## config.mk

```make
export PLATFORM = sky130hd
export DESIGN_NAME = power_sequencer
export DESIGN_NICKNAME = d
export VERILOG_FILES = /design/src/rtl/power_sequencer.sv
export SDC_FILE = /design/constraint.sdc
export NUM_CORES = 1
export LEC_CHECK = 0
export CORE_AREA = 2 2 39 41
export CTS_CLUSTER_DIAMETER = 80
export DETAILED_ROUTE_END_ITERATION = 7
export DIE_AREA = 0 0 41 43
export DONT_BUFFER_PORTS = 1
export PLACE_DENSITY_LB_ADDON = 0.08
export SYNTH_ARGS = -nofsm -noshare
export SYNTH_HDL_FRONTEND = slang
export SYNTH_SLANG_ARGS = --single-unit
```

## constraint.sdc

```tcl
create_clock -name clk -period 1.65 [get_ports clk]
set_input_delay 0.495 -clock clk [delete_from_list [all_inputs] [get_ports clk]]
set_output_delay 0.495 -clock clk [all_outputs]
set_load 0.005 [all_outputs]
```

## src/rtl/power_sequencer.sv

```systemverilog
// Power-domain sequencer: isolate -> save -> power-off, and power-up -> restore -> de-isolate.
// Latency: sleep takes ISO_CYCLES+SAVE_CYCLES edges, wake takes PWRUP_CYCLES+RESTORE_CYCLES edges; all outputs registered.
// Backpressure: none; requests are levels sampled every edge, wake_req aborts a power-down in ISOLATE/SAVE.
//
// Ports:
//   clk, rst            rising-edge clock, synchronous active-high reset
//   sleep_req, wake_req level requests from the system power manager
//   power_en, iso_en    domain switch enable, isolation clamp enable
//   save, restore       retention strobes (levels)
//   sleep_ack, wake_ack one-cycle pulses on entering OFF / returning to ACTIVE
//   state_o, busy       current state code, high outside ACTIVE and OFF
module power_sequencer #(
    parameter int ISO_CYCLES     = 2,
    parameter int SAVE_CYCLES    = 2,
    parameter int PWRUP_CYCLES   = 4,
    parameter int RESTORE_CYCLES = 2
) (
    input  logic       clk,
    input  logic       rst,
    input  logic       sleep_req,
    input  logic       wake_req,
    output logic       power_en,
    output logic       iso_en,
    output logic       save,
    output logic       restore,
    output logic       sleep_ack,
    output logic       wake_ack,
    output logic [2:0] state_o,
    output logic       busy
);

    typedef enum logic [2:0] {
        ST_ACTIVE   = 3'd0,
        ST_ISOLATE  = 3'd1,
        ST_SAVE     = 3'd2,
        ST_OFF      = 3'd3,
        ST_POWER_UP = 3'd4,
        ST_RESTORE  = 3'd5
    } state_t;

    // Counter reload values: a phase of N cycles starts at N-1 and exits at 0.
    localparam logic [3:0] ISO_LOAD     = 4'(ISO_CYCLES - 1);
    localparam logic [3:0] SAVE_LOAD    = 4'(SAVE_CYCLES - 1);
    localparam logic [3:0] PWRUP_LOAD   = 4'(PWRUP_CYCLES - 1);
    localparam logic [3:0] RESTORE_LOAD = 4'(RESTORE_CYCLES - 1);

    state_t     state;
    state_t     state_nxt;
    logic [3:0] cnt;
    logic [3:0] cnt_nxt;
    logic       expired;

    logic power_en_nxt;
    logic iso_en_nxt;
    logic save_nxt;
    logic restore_nxt;
    logic sleep_ack_nxt;
    logic wake_ack_nxt;
    logic busy_nxt;

    assign expired = (cnt == 4'd0);

    // Next-state logic
    always_comb begin
        state_nxt = state;
        case (state)
            ST_ACTIVE:   if (sleep_req && !wake_req) state_nxt = ST_ISOLATE;
            // Abort beats expiry: power has not been removed yet.
            ST_ISOLATE:  if (wake_req) state_nxt = ST_ACTIVE;
                         else if (expired) state_nxt = ST_SAVE;
            ST_SAVE:     if (wake_req) state_nxt = ST_ACTIVE;
                         else if (expired) state_nxt = ST_OFF;
            ST_OFF:      if (wake_req) state_nxt = ST_POWER_UP;
            ST_POWER_UP: if (expired) state_nxt = ST_RESTORE;
            ST_RESTORE:  if (expired) state_nxt = ST_ACTIVE;
            default:     state_nxt = ST_ACTIVE;
        endcase
    end

    // Shared phase counter: reload on state entry, otherwise count down to 0.
    always_comb begin
        cnt_nxt = expired ? 4'd0 : cnt - 4'd1;
        if (state_nxt != state) begin
            case (state_nxt)
                ST_ISOLATE:  cnt_nxt = ISO_LOAD;
                ST_SAVE:     cnt_nxt = SAVE_LOAD;
                ST_POWER_UP: cnt_nxt = PWRUP_LOAD;
                ST_RESTORE:  cnt_nxt = RESTORE_LOAD;
                default:     cnt_nxt = 4'd0;
            endcase
        end
    end

    // Output decode from the next state so outputs move with state_o.
    always_comb begin
        power_en_nxt = 1'b1;
        iso_en_nxt   = 1'b1;
        save_nxt     = 1'b0;
        restore_nxt  = 1'b0;
        busy_nxt     = 1'b1;
        case (state_nxt)
            ST_ACTIVE: begin
                iso_en_nxt = 1'b0;
                busy_nxt   = 1'b0;
            end
            ST_SAVE:    save_nxt = 1'b1;
            ST_OFF: begin
                power_en_nxt = 1'b0;
                busy_nxt     = 1'b0;
            end
            ST_RESTORE: restore_nxt = 1'b1;
            default: ;
        endcase
        sleep_ack_nxt = (state_nxt == ST_OFF) && (state != ST_OFF);
        // ACTIVE is only re-entered from RESTORE or an abort, both acknowledged.
        wake_ack_nxt  = (state_nxt == ST_ACTIVE) && (state != ST_ACTIVE);
    end

    always_ff @(posedge clk) begin
        if (rst) begin
            state     <= ST_ACTIVE;
            cnt       <= 4'd0;
            power_en  <= 1'b1;
            iso_en    <= 1'b0;
            save      <= 1'b0;
            restore   <= 1'b0;
            sleep_ack <= 1'b0;
            wake_ack  <= 1'b0;
            busy      <= 1'b0;
        end else begin
            state     <= state_nxt;
            cnt       <= cnt_nxt;
            power_en  <= power_en_nxt;
            iso_en    <= iso_en_nxt;
            save      <= save_nxt;
            restore   <= restore_nxt;
            sleep_ack <= sleep_ack_nxt;
            wake_ack  <= wake_ack_nxt;
            busy      <= busy_nxt;
        end
    end

    assign state_o = state;

endmodule

```

* After elaboration in Yosys (flattened, before gate mapping) *
Index checks and enable logic that the tools add are counted.

word-level totals
  output and inout bits = 10
  register bits after elaboration = 14
  logic and storage cells = 49
  input bits = 4

cells by class
  $add $sub $neg = 1
  reductions and logical operators = 10
  mux-type cells = 17
  equal/unequal tests = 12

operators with widths
  operator             count
  $mux 3               8
  $pmux 3 s6           1
  $eq 3x2->1 const B   4
  $eq 3x3->1 const B   4
  $mux 4               2
  $eq 3x1->1 const B   2
  $logic_not 3->1      2
  $mux 1               5
  $logic_not 4->1      1
  $pmux 2 s2           1
  $sub 4x1->4 const B  1
  $logic_and 1x1->1    3
  $ne 3x2->1 const B   1
  $ne 3x3->1           1
  $reduce_bool 3->1    1
  $reduce_or 3->1      1
  $reduce_or 2->1      1
  $logic_not 1->1      1

* Depth between registers and ports, before layout *
Gate-level depths: netlist of run 1.

  depth in word-level cells = 8
  depth in mapped cells = 6
  depth with buffers taken out = 4

* Worst setup path after synthesis of run 1 *
Ideal clock, no wire load.

  path type = reg2reg
  from = register cnt[3]
  to = register power_en
  data arrival time = 1.356 ns
  data required time = 1.525 ns
  clock period less this slack = 1.482 ns
  setup time = 0.125 ns
  cell stages (with the launch flop) = 6
  slack = 0.168 ns
  buffers on the path = 1
  cells stage by stage = dfxtp_1 nor4_4 buf_6 o211ai_2 a211o_1 nand2b_1

on the way
  longest elaborated chain between the ends = 6
  elaborated cells on any way between the ends = 10
  classes of those cells = eq/ne (1); mux (8); reduce/logical (1)

ends and longest elaborated chain
  item                       RTL line  source
  start, declared            49        logic [3:0] cnt;
  start signal, assigned     132       cnt <= cnt_nxt;
  $logic_not 4->1 (*)        61        assign expired = (cnt == 4'd0);
  $mux 3 (on tied branches)  72, 70
  $mux 3 (on tied branches)  71, 69
  $pmux 3 s6 (*)             66        case (state)
  $eq 3x2->1 (*)             101       case (state_nxt)
  $mux 1 (*)                 101
  end signal, assigned       133       power_en <= power_en_nxt;
  end, declared              22        output logic power_en,

Every way passes the cells marked *; elsewhere a longest branch is shown, timed or not.
A chain may end at the register's enable or synchronous reset.

* Final worst setup path of run 1 *
  from = register cnt[0]
  to = register power_en

The elaborated chain is that of the path after synthesis.

==> results by group, run 1 <==
Outcome
  – Status: complete, no violations

Timing
  – Period Utilization, post-route: 0.9429
  – Worst slew pin tran: about 0.35 ns
  – Final setup viols: 0
  – Endpoints failing hold: 0
  – Worst Clk Skew: 0.002010 ns
  – Worst slew margin: 0.7643
  – F_max: about 640 MHz
  – Slew Limit Fails: 0
  – Fin crit period: 1.556 ns
  – Fin Setup TNS: 0 ns
  – RSZ-0062 raised after global routing: false

Critical path
  – Data required, critical path: 1.83 ns
  – CP startpoint kind: flop
  – Worst reg2reg endpoint: power_en
  – Buf+Inv Stages, Crit Path: 1
  – CP max stage delay: 0.39 ns
  – R2R setup slack: 0.09 ns
  – Crit path max-delay family: compound AO/OA/AOI/OAI gates
  – CP Max Fanout: 7
  – CP Data Arrival Time: between 1.5 and 2 ns
  – Critical path type: flop to flop
  – CP Cell Sequence: nor4_4 -> buf_4 -> a221o_1 -> a211o_1 -> nand2b_1
  – Worst setup EP type: flop
  – FF-to-FF Start: cnt[0]
  – CP max-delay cell: dfxtp_1
  – Worst r2r path cells: 5

Drt
  – Vias per inst: 6.137
  – DR WL/cell: ~15 um
  – Final wirelength: roughly 1500 um
  – Drt first pass iters: 4
  – Via count: 626
  – Remaining routing DRC violations: 0
  – ANT nets after route: 0
  – DR iter-0 viols: 29

Clock tree
  – CTS clk-pin slew, worst paths: 0.09 ns
  – Worst-skew pair later-pin latency: between 0.2 and 0.3 ns
  – CTS tree: yes
  – H-tree depth: 1
  – Cts hold-fix bufs: 0
  – Num CTS Buffers: 3
  – Max Root-Sink Buffers: 2
  – Clk sinks: 14
  – Root Driver: clkbuf_4

Pwr
  – PD cells: approximately 860 nW/um^2
  – IR Drop Worst-Case VDD: 0.5793 mV
  – Pwr Total: ~700 uW
  – Leak: 0.0002695 uW

Finish
  – Area Growth Syn to Fin: 11.28%
  – Nets: about 90
  – Fraction of layout cells with a size suffix above 1: 0.2791
  – Core Util, Final: 0.5886
  – Inserted Diodes: 0

Synthesis
  – Ys Warns: 0
  – Cells after Synth: 81
  – Mapped cell area: 732.0 um^2
  – Seq cells post-synth: 14
  – Count of different cell masters after synthesis: 36
  – Top cells by area, synth: dfxtp_1 (38%), nor3_1 (4.8%), a2111oi_4 (3.8%)
  – Mapped Nets: 85
  – Syn Area/Cell: 9.036 um^2
  – Synth top area share: 0.3829
  – Post-synthesis sequential area ratio: 0.3829
  – Largest area contributor in the netlist: dfxtp_1

Hold path
  – Hold Path Sink: cnt[3]
  – Min-delay src: rst
  – Hold path depth: 1
  – Hold crit path type: input pin to flop

Global route
  – Total congestion overflow: 0
  – Global-route wire length before repair: 2421 um
  – Total GRT Usage: 0.2065
  – Antenna violations before repair: 0
  – Number of global-route vias before repair: 538
  – Largest net degree at the start of global routing: 14

Floorplanning
  – Rows: 14
  – Starting Density: 0.5289
  – DIE HEIGHT: 43 um
  – Die X: 41 um
  – # IOs: 14
  – Core Region: 1384 um^2
  – DIE AREA: 1763 um^2

Flow run
  – Max Cap Violations: 0

Placed design
  – Number of port buffers: 0
  – Post-DP HPWL: approximately 1100 um
  – GP Congestion: between 0.8 and 0.9
-- metrics by stage --
stage                     hold slack, ns  setup WS, ns  cells  cell area, um^2
after floorplan                   0.4945        0.1685     81            732.0
after global placement            0.5072       0.08475     98            773.2
after detailed placement          0.5174       0.05576     98            773.2
after CTS                         0.2618       0.03666    102            809.5
after global routing              0.2561       0.02462    102            814.5
final                             0.2554       0.09422    102            814.5
-- layer usage --
layer / global-route usage / up-vias / share of wire
li1: - / 312 / -
met1: 0.2739 / 294 / 0.45
met2: 0.2844 / 16 / 0.47
met3: 0.06283 / 4 / 0.051
met4: 0.1200 / 0 / 0.027
met5: 0 / - / 0
-- repair_timing --
action / in CTS / in global routing
setup endpoints to repair: 0 / 5
gates resized for setup: 0 / 4
setup buffers: 0 / 0
-- logic make-up (layout without fill, tap and decap cells) --
kind of cell	after synthesis	in the layout	share of synthesized area
compound gates	19	19	0.2239
buf+inv	11	16	0.07349
flops	14	14	0.3829
simple gates	37	37	0.3196
-- area by class of cell --
type,count,area (um^2)
multi-input cells,56,397.9
clock buffers,4,36.28
repair buffers,8,60.06
flip-flops and latches,14,285.3
fillers,116,569.3
inverters,4,15.01
well taps,16,20.02
-- where the power goes --
group / internal [uW] / switching, uW / leakage [uW]
clock network: 135 / 120 / 0.0000210
registers: 348 / 10.9 / 0.000116
logic: 39.5 / 47.1 / 0.000133
-- worst register-to-register path: stages, from the launching register on --
cell,delay (ns)
dfxtp_1,0.39
nor4_4,0.06
buf_4,0.16
a221o_1,0.35
a211o_1,0.33
nand2b_1,0.16
-- sequential cells by signal (all words and copies together) (netlist names) --
name and count:
restore 1, cnt 4, busy 1, wake_ack 1, power_en 1, iso_en 1, save 1, state_o 3
sleep_ack 1
-- Yosys cell counts (all sizes together) --
| cell | count |
|---|---|
| nor4b | 2 |
| nand2 | 3 |
| nor2 | 7 |
| nand4b | 1 |
| a21oi | 3 |
| a211o | 1 |
| clkbuf | 4 |
| dfxtp | 14 |
| a22oi | 1 |
| a311oi | 1 |
| a211oi | 3 |
| nor4 | 4 |
| a311o | 1 |
| nand3 | 4 |
| and2 | 2 |
| a221o | 1 |
| o21ai | 4 |
| inv | 4 |
| nor3 | 7 |
| nand2b | 2 |
| o211ai | 2 |
| nor2b | 2 |
| a2111oi | 1 |
| o32ai | 1 |
| nor3b | 1 |
| buf | 3 |
| nand4 | 2 |
-- layout by cell type (no fill, tap or decap) --
master and n:
dfxtp_1 10, buf_4 8, nor2_1 7, nor3_1 7, nand3_1 4, o21ai_0 4
dfxtp_2 4, inv_1 3, nand2_1 3, a21oi_1 3, clkbuf_4 3, nand4_1 2
nor2b_1 2, nand2b_1 2, and2_1 2, nor4_1 2, a211oi_1 2, nor4_4 1
a311o_1 1, nand4b_1 1, a22oi_1 1, nor4b_1 1, inv_2 1, a221o_1 1
o211ai_2 1, a211o_1 1, nor4_2 1, o211ai_1 1, a211oi_2 1, nor3b_2 1
a311oi_1 1, a2111oi_4 1, nor4b_2 1, o32ai_1 1, clkbuf_8 1
-- worst max path at each step --
| stage | start | end | slack, ns | cells after the start |
|---|---|---|---|---|
| floorplan | cnt[3] | power_en | 0.17 | 5 |
| global placement | cnt[3] | power_en | 0.08 | 5 |
| detailed placement | cnt[2] | power_en | 0.06 | 5 |
| CTS | cnt[3] | power_en | 0.04 | 5 |
| global route | cnt[0] | power_en | 0.02 | 5 |
| finish | cnt[0] | power_en | 0.09 | 5 |
(Power assumes the default switching activity.)
==> inputs of run 2 (changes only) <==
Settings changed: CTS_CLUSTER_DIAMETER 80 to unset, PLACE_DENSITY_LB_ADDON 0.08 to 0.2.
==> run 2 against run 1 <==
Net effect: non-clock buffer count did not move; worst hold slack improved by 0.019 ns; setup slack got worse by 0.011 ns; register-to-register slack barely moved; total power fell by 1.5%; largest power group unchanged; highest routed layer is now met3.
==> results by group, run 2 (synthesis results as in run 1) <==
Timing
  – RSZ-0062 raised after global routing: false
  – WHS: 0.2741 ns
  – Fin crit period: 1.567 ns
  – Worst slew pin tran: 0.4227 ns
  – Final setup viols: 0
  – Worst Clk Skew: between 0.006 and 0.007 ns
  – Worst slew margin: 0.7156
  – Period Utilization, post-route: 0.9495
  – Endpoints failing hold: 0
  – Fin Setup TNS: 0 ns
  – Slew Limit Fails: 0
  – F_max: approximately 640 MHz

Clock tree
  – Buffer count from post-CTS setup fixing: 0
  – Cts hold-fix bufs: 0
  – H-tree depth: 1
  – Num CTS Buffers: 3
  – Root Driver: clkbuf_4
  – CTS tree: yes
  – CTS clk-pin slew, worst paths: 0.08 ns
  – Max Root-Sink Buffers: 2
  – Worst-skew pair later-pin latency: 0.28 ns
  – Clk sinks: 14

Finish
  – Area Growth Syn to Fin: 11.28%
  – Final Non-Filler Cells: between 100 and 150
  – Design area: 814.5 um^2
  – Multi-input gate area: 402.9 um^2
  – Reg with most FFs: cnt
  – Filler cell count in the final layout: between 100 and 150
  – Inserted Diodes: 0
  – Most common cell after layout, fill and taps aside: dfxtp_1
  – Largest register FFs: 4
  – Register area: between 200 and 300 um^2
  – Most frequent cells in the layout: dfxtp_1 (14), buf_4 (8), nor2_1 (7)
  – Nets: 91
  – Fraction of layout cells with a size suffix above 1: 0.2442

Critical path
  – Worst setup EP type: flop
  – Critical path type: flop to flop
  – Data required, critical path: 1.81 ns
  – CP Data Arrival Time: 1.73 ns
  – Worst r2r path cells: 4
  – CP startpoint kind: flop
  – CP Max Fanout: 6

Drt
  – WL met2: between 700 and 800 um
  – ANT nets after route: 0
  – Wire length on met1: about 670 um
  – Wire length on met3: 86 um
  – Remaining routing DRC violations: 0
  – Drt first pass iters: 4
  – DR WL/cell: between 10 and 15 um
  – Via count: 612
  – DR iter-0 viols: 21
  – Final wirelength: 1505 um
  – Vias per inst: 6.000
  – Top sig layer: met3

Global route
  – Largest net degree at the start of global routing: 14
  – Total GRT Usage: 0.1978
  – Global-route wire length before repair: about 2400 um
  – Number of global-route vias before repair: approximately 560
  – Total congestion overflow: 0
  – Antenna violations before repair: 0

Pwr
  – IR Drop Worst-Case VDD: about 0.76 mV
  – Pwr Total: around 690 uW
  – PD cells: 847.2 nW/um^2
  – Leak: 0.0002721 uW

Flow run
  – Max Cap Violations: 0

Hold path
  – Hold path depth: 1
  – Hold crit path type: input pin to flop

Placed design
  – GP Congestion: just over 0.8
  – Post-DP HPWL: 1084 um
  – Post-DP Area: 773.2 um^2
  – Number of port buffers: 0
  – Dpl cells: 98

Floorplanning
  – DIE HEIGHT: 43 um
  – Core Region: 1384 um^2
  – Rows: 14
  – # IOs: 14
  – Starting Density: 0.5289
  – Die X: 41 um
  – DIE AREA: 1763 um^2

Outcome
  – Status: complete, no violations
## run 2: changes by cell type in the layout (fill, tap and decap cells not counted)
cell / previous run / this run
dfxtp_1: 10 / 14
dfxtp_2: 4 / 0
nor3_1: 7 / 6
nor3_2: 0 / 1
## run 2: power breakdown
| group | switching [uW] | internal [uW] |
|---|---|---|
| Clock | 105 | 134 |
| Combinational | 52.4 | 42.5 |
| Sequential | 7.88 | 348 |
| Total | 166 | 525 |
## run 2: worst max-delay path, stage by stage, from the launching register on
cell	delay (ns)
dfxtp_1	0.35
nor4_4	0.44
o211ai_2	0.12
a211o_1	0.38
nand2b_1	0.16
## run 2: repair_timing
| item | in CTS | in global routing |
|---|---|---|
| gates resized for setup | 0 | 1 |
| hold endpoints to repair | 0 | 0 |
| setup endpoints to repair | 0 | 3 |
## run 2: worst paths after layout
| kind | slack [ns] | endpoint | startpoint |
|---|---|---|---|
| min | 0.27 | cnt[3] | rst |
| max reg2reg | 0.08 | power_en | cnt[0] |
| min reg2reg | 0.53 | cnt[2] | cnt[3] |
| max | 0.08 | power_en | cnt[0] |
## run 2: cell type report
cell class	instances	area share
well taps	16	0.02458
inverters	4	0.01843
multi-input cells	56	0.4946
flip-flops and latches	14	0.3441
clock buffers	4	0.04455
repair buffers	8	0.07373
## run 2: through the flow
step | setup slack [ns] | util
after detailed placement | 0.04883 | 0.5588
after global routing | 0.01537 | 0.5886
after CTS | 0.04176 | 0.5850
after floorplan | 0.1685 | -
final | 0.08329 | 0.5886
after global placement | 0.1215 | 0.5588
## run 2: routing by layer
metal	global-route usage	vias up
li1	-	310
met1	0.2647	282
met2	0.2938	20
met3	0.09424	0
met4	0.02000	0
met5	0	-
==> inputs of run 3 (changes only) <==
Settings changed: SLEW_MARGIN set to 20.
==> results of run 3 <==
No change in the layout: final DEF, timing and power equal those of run 2.
